## src/rtl/dmem_pkg.sv

```systemverilog
// Shared types and constants for the memory-stage responder.
package dmem_pkg;

  localparam int unsigned WORD_BYTES = 4;
  localparam int unsigned LAT_W      = 4;

  typedef enum logic [1:0] {
    StIdle,
    StBusy,
    StDone
  } stateT;

  typedef enum logic {
    OpLoad,
    OpStore
  } opT;

  // A request is unusable when not word aligned or beyond the last RAM word.
  function automatic logic addrBad(input logic [31:0] addr, input int unsigned depth);
    return (addr[1:0] != 2'b00) || ({2'b00, addr[31:2]} >= depth);
  endfunction

endpackage

```

## src/rtl/dmem_responder_if.sv

```systemverilog
// M-stage load/store request bus between the datapath and the data memory.
interface dmem_responder_if;

  logic        memreadM;
  logic        memwriteM;
  logic [31:0] aluoutM;
  logic [31:0] writedataM;
  logic [31:0] readdataM;
  logic        memstall;
  logic        memerr;

  modport master (
    output memreadM,
    output memwriteM,
    output aluoutM,
    output writedataM,
    input  readdataM,
    input  memstall,
    input  memerr
  );

  modport slave (
    input  memreadM,
    input  memwriteM,
    input  aluoutM,
    input  writedataM,
    output readdataM,
    output memstall,
    output memerr
  );

endinterface

```

## src/rtl/ram_sp.sv

```systemverilog
// Single-port synchronous word RAM with registered read data; contents are not reset.
module ram_sp #(
  parameter  int unsigned DEPTH = 64,
  localparam int unsigned AW    = (DEPTH > 1) ? $clog2(DEPTH) : 1
) (
  input  logic          clk,
  input  logic          we,
  input  logic [AW-1:0] addr,
  input  logic [31:0]   wd,
  output logic [31:0]   rd
);

  logic [31:0] mem [DEPTH];

  always_ff @(posedge clk) begin
    if (we) begin
      mem[addr] <= wd;
    end
    rd <= mem[addr];
  end

endmodule

```

## src/rtl/dmem_responder.sv

```systemverilog
// Memory-stage responder: serves one load/store at a time from a word RAM after a
// fixed latency and stalls the pipeline while the access is outstanding.
module dmem_responder
  import dmem_pkg::*;
#(
  parameter int unsigned DEPTH_WORDS = 64,
  parameter int unsigned LATENCY     = 2
) (
  input logic             clk,
  input logic             reset,
  dmem_responder_if.slave bus
);

  localparam int unsigned AW = (DEPTH_WORDS > 1) ? $clog2(DEPTH_WORDS) : 1;

  stateT             stateQ, stateD;
  logic [LAT_W-1:0]  cntQ;
  logic [AW-1:0]     addrQ;
  logic [31:0]       dataQ;
  opT                opQ;
  logic [31:0]       readdataQ;

  logic              req;
  logic              bad;
  logic              accept;
  logic              fire;
  logic [AW-1:0]     aluIdx;
  logic [AW-1:0]     ramAddr;
  logic              ramWe;
  logic [31:0]       ramRd;

  assign req    = bus.memreadM | bus.memwriteM;
  assign bad    = addrBad(bus.aluoutM, DEPTH_WORDS);
  assign accept = (stateQ == StIdle) && req && !bad;
  assign fire   = (stateQ == StBusy) && (cntQ == '0);
  assign aluIdx = bus.aluoutM[AW+1:2];

  // Present the live address while idle so the registered read is ready by the
  // final busy cycle even when LATENCY is 1.
  assign ramAddr = (stateQ == StIdle) ? (bad ? '0 : aluIdx) : addrQ;
  assign ramWe   = fire && (opQ == OpStore);

  ram_sp #(
    .DEPTH(DEPTH_WORDS)
  ) uRam (
    .clk (clk),
    .we  (ramWe),
    .addr(ramAddr),
    .wd  (dataQ),
    .rd  (ramRd)
  );

  always_ff @(posedge clk or negedge reset) begin
    if (!reset) begin
      stateQ <= StIdle;
    end else begin
      stateQ <= stateD;
    end
  end

  always_comb begin
    stateD = stateQ;
    unique case (stateQ)
      StIdle:  if (accept) stateD = StBusy;
      StBusy:  if (fire) stateD = StDone;
      StDone:  stateD = StIdle;
      default: stateD = StIdle;
    endcase
  end

  always_comb begin
    bus.memstall = 1'b0;
    bus.memerr   = 1'b0;
    unique case (stateQ)
      StIdle: begin
        bus.memstall = accept;
        bus.memerr   = req && (bad || (bus.memreadM && bus.memwriteM));
      end
      StBusy:  bus.memstall = 1'b1;
      StDone:  bus.memstall = 1'b0;
      default: bus.memstall = 1'b0;
    endcase
  end

  always_ff @(posedge clk or negedge reset) begin
    if (!reset) begin
      cntQ      <= '0;
      addrQ     <= '0;
      dataQ     <= '0;
      opQ       <= OpLoad;
      readdataQ <= '0;
    end else begin
      if (accept) begin
        cntQ  <= LAT_W'(LATENCY - 1);
        addrQ <= aluIdx;
        dataQ <= bus.writedataM;
        opQ   <= bus.memwriteM ? OpStore : OpLoad;
      end else if ((stateQ == StBusy) && (cntQ != '0)) begin
        cntQ <= cntQ - 1'b1;
      end
      if (fire && (opQ == OpLoad)) begin
        readdataQ <= ramRd;
      end
    end
  end

  assign bus.readdataM = readdataQ;

endmodule

```

## src/flat_wrapper.sv

```systemverilog
// flat-port wrapper written by rule: the top's interface ports become plain ports
module dmem_responder_flat import dmem_pkg::*;
#(
  parameter int unsigned DEPTH_WORDS = 64,
  parameter int unsigned LATENCY     = 2
)
  (clk, reset, bus_memreadM, bus_memwriteM, bus_aluoutM, bus_writedataM, bus_readdataM, bus_memstall, bus_memerr);
  dmem_responder_if bus_i ();
  input logic clk;
  input logic reset;
  input wire logic [$bits(bus_i.memreadM)-1:0] bus_memreadM;
  input wire logic [$bits(bus_i.memwriteM)-1:0] bus_memwriteM;
  input wire logic [$bits(bus_i.aluoutM)-1:0] bus_aluoutM;
  input wire logic [$bits(bus_i.writedataM)-1:0] bus_writedataM;
  output wire logic [$bits(bus_i.readdataM)-1:0] bus_readdataM;
  output wire logic [$bits(bus_i.memstall)-1:0] bus_memstall;
  output wire logic [$bits(bus_i.memerr)-1:0] bus_memerr;
  assign bus_i.memreadM = bus_memreadM;
  assign bus_i.memwriteM = bus_memwriteM;
  assign bus_i.aluoutM = bus_aluoutM;
  assign bus_i.writedataM = bus_writedataM;
  assign bus_readdataM = bus_i.readdataM;
  assign bus_memstall = bus_i.memstall;
  assign bus_memerr = bus_i.memerr;
  dmem_responder #(.DEPTH_WORDS(DEPTH_WORDS), .LATENCY(LATENCY)) u_core (.clk(clk), .reset(reset), .bus(bus_i));
endmodule
```

## config.mk

```make
export PLATFORM = sky130hd
export DESIGN_NAME = dmem_responder_flat
export DESIGN_NICKNAME = d
export VERILOG_FILES = /design/src/rtl/dmem_pkg.sv /design/src/rtl/dmem_responder_if.sv /design/src/rtl/ram_sp.sv /design/src/rtl/dmem_responder.sv /design/src/flat_wrapper.sv
export SDC_FILE = /design/constraint.sdc
export NUM_CORES = 2
export LEC_CHECK = 0
export ABC_AREA = 1
export BUFFER_PORTS_ARGS = -buffer_cell sky130_fd_sc_hd__buf_2
export CORE_UTILIZATION = 45
export CTS_BUF_LIST = sky130_fd_sc_hd__clkbuf_2 sky130_fd_sc_hd__clkbuf_4 sky130_fd_sc_hd__clkbuf_8
export CTS_CLUSTER_SIZE = 24
export DETAILED_ROUTE_END_ITERATION = 12
export PLACE_DENSITY_LB_ADDON = 0.15
export SLEW_MARGIN = 20
export SYNTH_ARGS = -nofsm -noshare
export SYNTH_HDL_FRONTEND = slang
export SYNTH_SLANG_ARGS = --single-unit
export TNS_END_PERCENT = 50
```

## constraint.sdc

```tcl
create_clock -name clk -period 4.41 [get_ports clk]
set_input_delay 0.882 -clock clk [delete_from_list [all_inputs] [get_ports clk]]
set_output_delay 0.882 -clock clk [all_outputs]
set_load 0.02 [all_outputs]
```

; ---- After elaboration in Yosys (flattened, before gate mapping)
; Memories as Yosys holds them, arrays and structs flattened. A register that Yosys moved wholly into a read port is not among the register bits.
; Cells that the tools add are included.
[totals]
ff_bits = 77
n_memories = 1
ramBits = 2048
elab_cells = 43
[op_classes]
mux = 12
eq_ne = 3
add_sub_neg = 1
n_lt_le_gt_ge = 1
bitwise_logic = 2
n_reduce_logical = 17
[memory_table]
columns = name, depth, width, read_ports, rd_ports_with_merged_regs, write_ports, line_no
row1 = u_core.uRam.mem, 64, 32, 1, 1, 1, ram_sp.sv:13  ; logic [31:0] mem [DEPTH];
[ops]
columns = op, count
row1 = 30-bit by 7-bit greater-or-equal comparator with 1-bit output (second input constant), 1
row2 = 6-bit 2-to-1 mux, 2
row3 = 1-bit logical AND, 8
row4 = 4-bit 2-to-1 mux, 2
row5 = 4-bit zero test, 1
row6 = 1-bit 2-to-1 mux, 4
row7 = 2-bit 2-to-1 mux, 2
row8 = 2-bit by 1-bit != test with 1-bit output (second input constant), 2
row9 = 2-bit one-hot mux with 2 select lines, 1
row10 = 2-bit nonzero test, 2
row11 = 4-bit nonzero test, 1
row12 = 4-bit by 1-bit subtractor with 4-bit output (second input constant), 1
row13 = 2-bit by 1-bit == test with 1-bit output (second input constant), 1
row14 = 2-bit zero test, 1
row15 = 1-bit logical OR, 2
row16 = 1-bit one-hot mux with 2 select lines, 1
row17 = 2-bit AND reduction, 1
row18 = 1-bit zero test, 1
row19 = 1-bit NOT, 1
row20 = 1-bit bitwise OR, 1

; ---- Logic depth before layout (Yosys ltp)
[logic_depth]
ltp_word = 6
ltp_mapped = 21

; ---- Modules after synthesis
; From an unflattened synthesis, not the netlist that was laid out.
[hier_totals]
cells_unflattened = 8857
area_unflattened_um2 = 89942.5
[by_module_without_submodules]
columns = mod, n_inst, area_per_inst_um2, cells_each
row1 = ram_sp, 1, 86503.0, 8440
row2 = dmem_responder, 1, 3439.5, 417

; ---- Worst setup path after synthesis
; Ideal clock, no wire load.
[synth_path]
path_kind = input to register
start = input bus_aluoutM[8]
end = memory u_core.uRam.mem[40][0], enable pin
n_path_buf = 1
required_ps = 3989
setup_ps = 421
cell_stages = 10
path_slack_ps = 310
arrival_ps = 3679
cell_sequence = nor2_1 -> nand2_1 -> nor3_2 -> nand2_2 -> o21ai_1 -> o21ai_1 -> nor3_2 -> buf_2 -> inv_1 -> nor2_1
[synth_via]
elab_chain_len = 4
[synth_lines]
columns = item, line_no
row1 = from (decl), flat_wrapper.sv:13  ; input wire logic [$bits(bus_i.aluoutM)-1:0] bus_aluoutM;
row2 = 30-bit by 7-bit greater-or-equal comparator with 1-bit output, dmem_pkg.sv:20  ; return (addr[1:0] != 2'b00) || ({2'b00, addr[31:2]} >= depth);
row3 = 1-bit logical OR, dmem_pkg.sv:20
row4 = 6-bit 2-to-1 mux (2 in series), dmem_responder.sv:40  ; assign ramAddr = (stateQ == StIdle) ? (bad ? '0 : aluIdx) : addrQ;
row5 = to (decl), ram_sp.sv:13
; No other way between the ends.

; ---- Final worst setup path
[layout_path]
start = register u_core.stateQ[1]
end = output bus_memstall
[layout_via]
elab_chain_len = 4
[layout_lines]
columns = item, line_no
row1 = from (decl), dmem_responder.sv:16  ; stateT stateQ, stateD;
row2 = from (signal assigned), dmem_responder.sv:55  ; stateQ <= StIdle;
row3 = from (signal assigned), dmem_responder.sv:57  ; stateQ <= stateD;
row4 = 2-bit zero test, "dmem_responder.sv:34, dmem_responder.sv:74"
row5 = 1-bit logical AND (2 in series), dmem_responder.sv:34  ; assign accept = (stateQ == StIdle) && req && !bad;
row6 = 1-bit one-hot mux with 2 select lines (*), dmem_responder.sv:74  ; unique case (stateQ)
row7 = to (decl), flat_wrapper.sv:16  ; output wire logic [$bits(bus_i.memstall)-1:0] bus_memstall;
; Every way passes the cells marked *; elsewhere a longest branch is shown, timed or not.

==> flow_summary_export.csv <==
group,metric,value,unit
finish,post-route-util,51.1,%
floorplan,die_x,453,µm
synth,synthMostInstantiatedCell,"nand2_1",
setup_path,startpoint,"u_core.stateQ[1]",
synth,synth_edf_count,2048,
synth,yosysTopAreaCell,"edfxtp_1",
clocking,clock_path_buffers,4,
global_routing,antenna_found_initial,13,
flow_run,maxCapViolCount,0,
synth,synthArstFlopShare,3.57,%
synth,syn_nets,8949,
clocking,postCtsResizedCells,0,
floorplan,die_h,453,µm
route,drt_iter0_drc,6851,
route,vias,64500,
floorplan,rows,165,
route,drc_errors,0,
clocking,htree_num_levels,5,
clocking,clock_sinks,2157,
setup_path,endpoint_kind,"primary output",
synth,ys_seq_area_share,70.1,%
route,dr.pass1.iters,6,
synth,ys_warn_count,0,
placed_design,place_area,96000,µm²
timing,finalSetupTns,0,ns
synth,synth_commonest_cells,"nand2_1, edfxtp_1, nand3_1",
clocking,path_clk_slew,0.06,ns
synth,synthDistinctLibCells,28,
setup_path,start_kind,"flip-flop",
finish,finalInstanceArea,103000,µm²
power_and_ir_drop,p_leak,47.6,nW
clocking,numCtsBuffers,369,
setup_path,crit-reg2reg-launch,"u_core.stateQ[1]",
setup_path,path_class,"reg2out",
clocking,cts_tree,"yes",
global_routing,grt_use_total,26.5,%
placed_design,dpl.hpwl,146,mm
timing,hold_viol,0,
floorplan,coreArea,202000,µm²
timing,slew_violations,0,
route,wire_per_inst,22.8,µm
synth,synth_cells,8880,
clocking,clockRootBuffer,"clkbuf_8",
timing,rsz0062_at_grt,"no",
floorplan,initial_utilization,45.2,%
timing,setup_violations,0,
synth,synth_top_area_share,67.3,%
floorplan,die_area,205000,µm²
finish,area_growth,13.1,%
finish,fin_cells,12000,
placed_design,dp.cells,11300,
placed_design,gp_congestion,0.877,
timing,timing.fmax,0.273,GHz
timing,hold_slack,0.111,ns
setup_path,arrival,2.78,ns
synth,yosys_register_bits,2157,
clocking,clk_latency,1.09,ns
route,ant_nets,0,
floorplan,ios,102,
route,drt_wl_total,274,mm
global_routing,overflow,0,
synth,synthTopCellsByArea,"edfxtp_1, nand2_1, nand3_1",
setup_path,crit_fanout,46,
global_routing,grt_pass1_wl,406,mm
synth,synth_area,91400,µm²
synth,synth_flop_cell,"edfxtp_1",
timing,slew_headroom,22.4,%
synth,avgSynthCellArea,10.3,µm²
placed_design,io_buffers,101,
setup_path,required,3.53,ns
power_and_ir_drop,ir_drop,0.340,mV
global_routing,grt_max_degree,176,
timing,fin_skew,0.0600,ns
timing,post-route-period-util,82.9,%
finish,drive_gt1_share,11.4,%
power_and_ir_drop,p_per_area,385,nW/µm²
timing,min_period,3.66,ns
finish,final_nets,9132,
worst_hold_path,hold_path.class,"in2reg",
worst_hold_path,min_from,"bus_writedataM[16]",
timing,tightest_slew,1.16,ns
global_routing,grt_pass1_vias,61700,
outcome,status,"finished clean",
route,routed_via_density,5.37,
==> registers in the layout, summed over array words and instances, names as in the netlist <==
| signal | flops |
|---|---|
| u_core.dataQ | 32 |
| u_core.cntQ | 4 |
| u_core.uRam.rd | 32 |
| u_core.stateQ | 2 |
| u_core.opQ | 1 |
| u_core.bus.readdataM | 32 |
| u_core.addrQ | 6 |
| u_core.uRam.mem | 2048 |
==> stage by stage <==
step,worst slack [ns],total power [W]
2_1_floorplan,0.310,0.0225
3_3_place_gp,0.333,0.0226
3_5_place_dp,0.348,0.0226
4_1_cts,0.646,0.0401
5_1_grt,0.541,0.0409
6_report,0.753,0.0398
==> routing by layer <==
metal | track usage (%) | share of wire, % | vias to the layer above
li1 | - | - | 29900
met1 | 38.3 | 43 | 31500
met2 | 41.4 | 46 | 2627
met3 | 4.29 | 7.9 | 418
met4 | 7.84 | 2.5 | 4
met5 | 0 | 0.0098 | -
==> repair_timing <==
item                                    CTS  global route
endpoints found under the setup margin    0             0
buffers inserted                          0             0
hold buffers                             28             0
hold endpoints to repair                 80             0
==> final timing paths <==
check / to / slack, ns / cells past startpoint
worst max-delay path: bus_memstall / 0.75 / 6
worst min-delay path: u_core.dataQ[16] / 0.11 / 3
worst max register to register: u_core.uRam.rd[10] / 0.93 / 16
worst min register to register: u_core.dataQ[25] / 0.49 / 2
max in group asynchronous: u_core.bus.readdataM[24] / 2.98 / 3
min in group asynchronous: u_core.cntQ[3] / 0.44 / 2
==> cells by family (layout without fill, tap and decap cells) <==
group,after synthesis,after routing,share of synthesized area [%]
buffers and inverters,581,1036,2.90
XOR/XNOR,1,1,0.00958
adder cells (fa/ha/maj),1,1,0.0137
other,0,7,0
AO/OA/AOI/OAI,19,19,0.118
flip-flops,2157,2157,70.1
multiplexers,32,32,0.394
AND/OR/NAND/NOR,6089,6089,26.5
==> power breakdown <==
group | switching (W) | internal, W
Clock | 0.00796 | 0.00965
Sequential | 0.00000000853 | 0.0221
Combinational | 0.0000403 | 0.0000411
==> area by class of cell <==
type	instances	area, µm²
diodes	7	17.5
clock buffers	552	6670
clock inverters	91	415
fillers	17900	98700
inverters	39	161
multi-input cells	6142	25300
flip-flops and latches	2157	64100
well taps	2672	3340
repair buffers	354	3370
==> cell usage in the layout (no fill, tap or decap), drive strengths merged <==
cell type    Yosys  routed
nand4            9       9
a21oi            4       4
dlygate4sd3      0      28
buf            401     326
bufinv           0       1
edfxtp        2048    2048
xor2             1       1
o21ai           14      14
mux2            32      32
nand2         4924    4924
o22ai            1       1
dfxtp           32      32
dfrtp           77      77
nor2           149     149
nand3          995     995
clkinv           0      83
ha               1       1
diode            0       7
clkinvlp         0       5
inv             39      41
nor3            12      12
clkbuf         141     552
==> critical path: stages (launching register included) <==
cell     delay (ns)
dfrtp_1        0.41
nor2_4         0.21
inv_2          0.15
nor3_2         0.25
inv_2          0.33
nand2_1        0.17
buf_2          0.18
(Power assumes the default switching activity.)
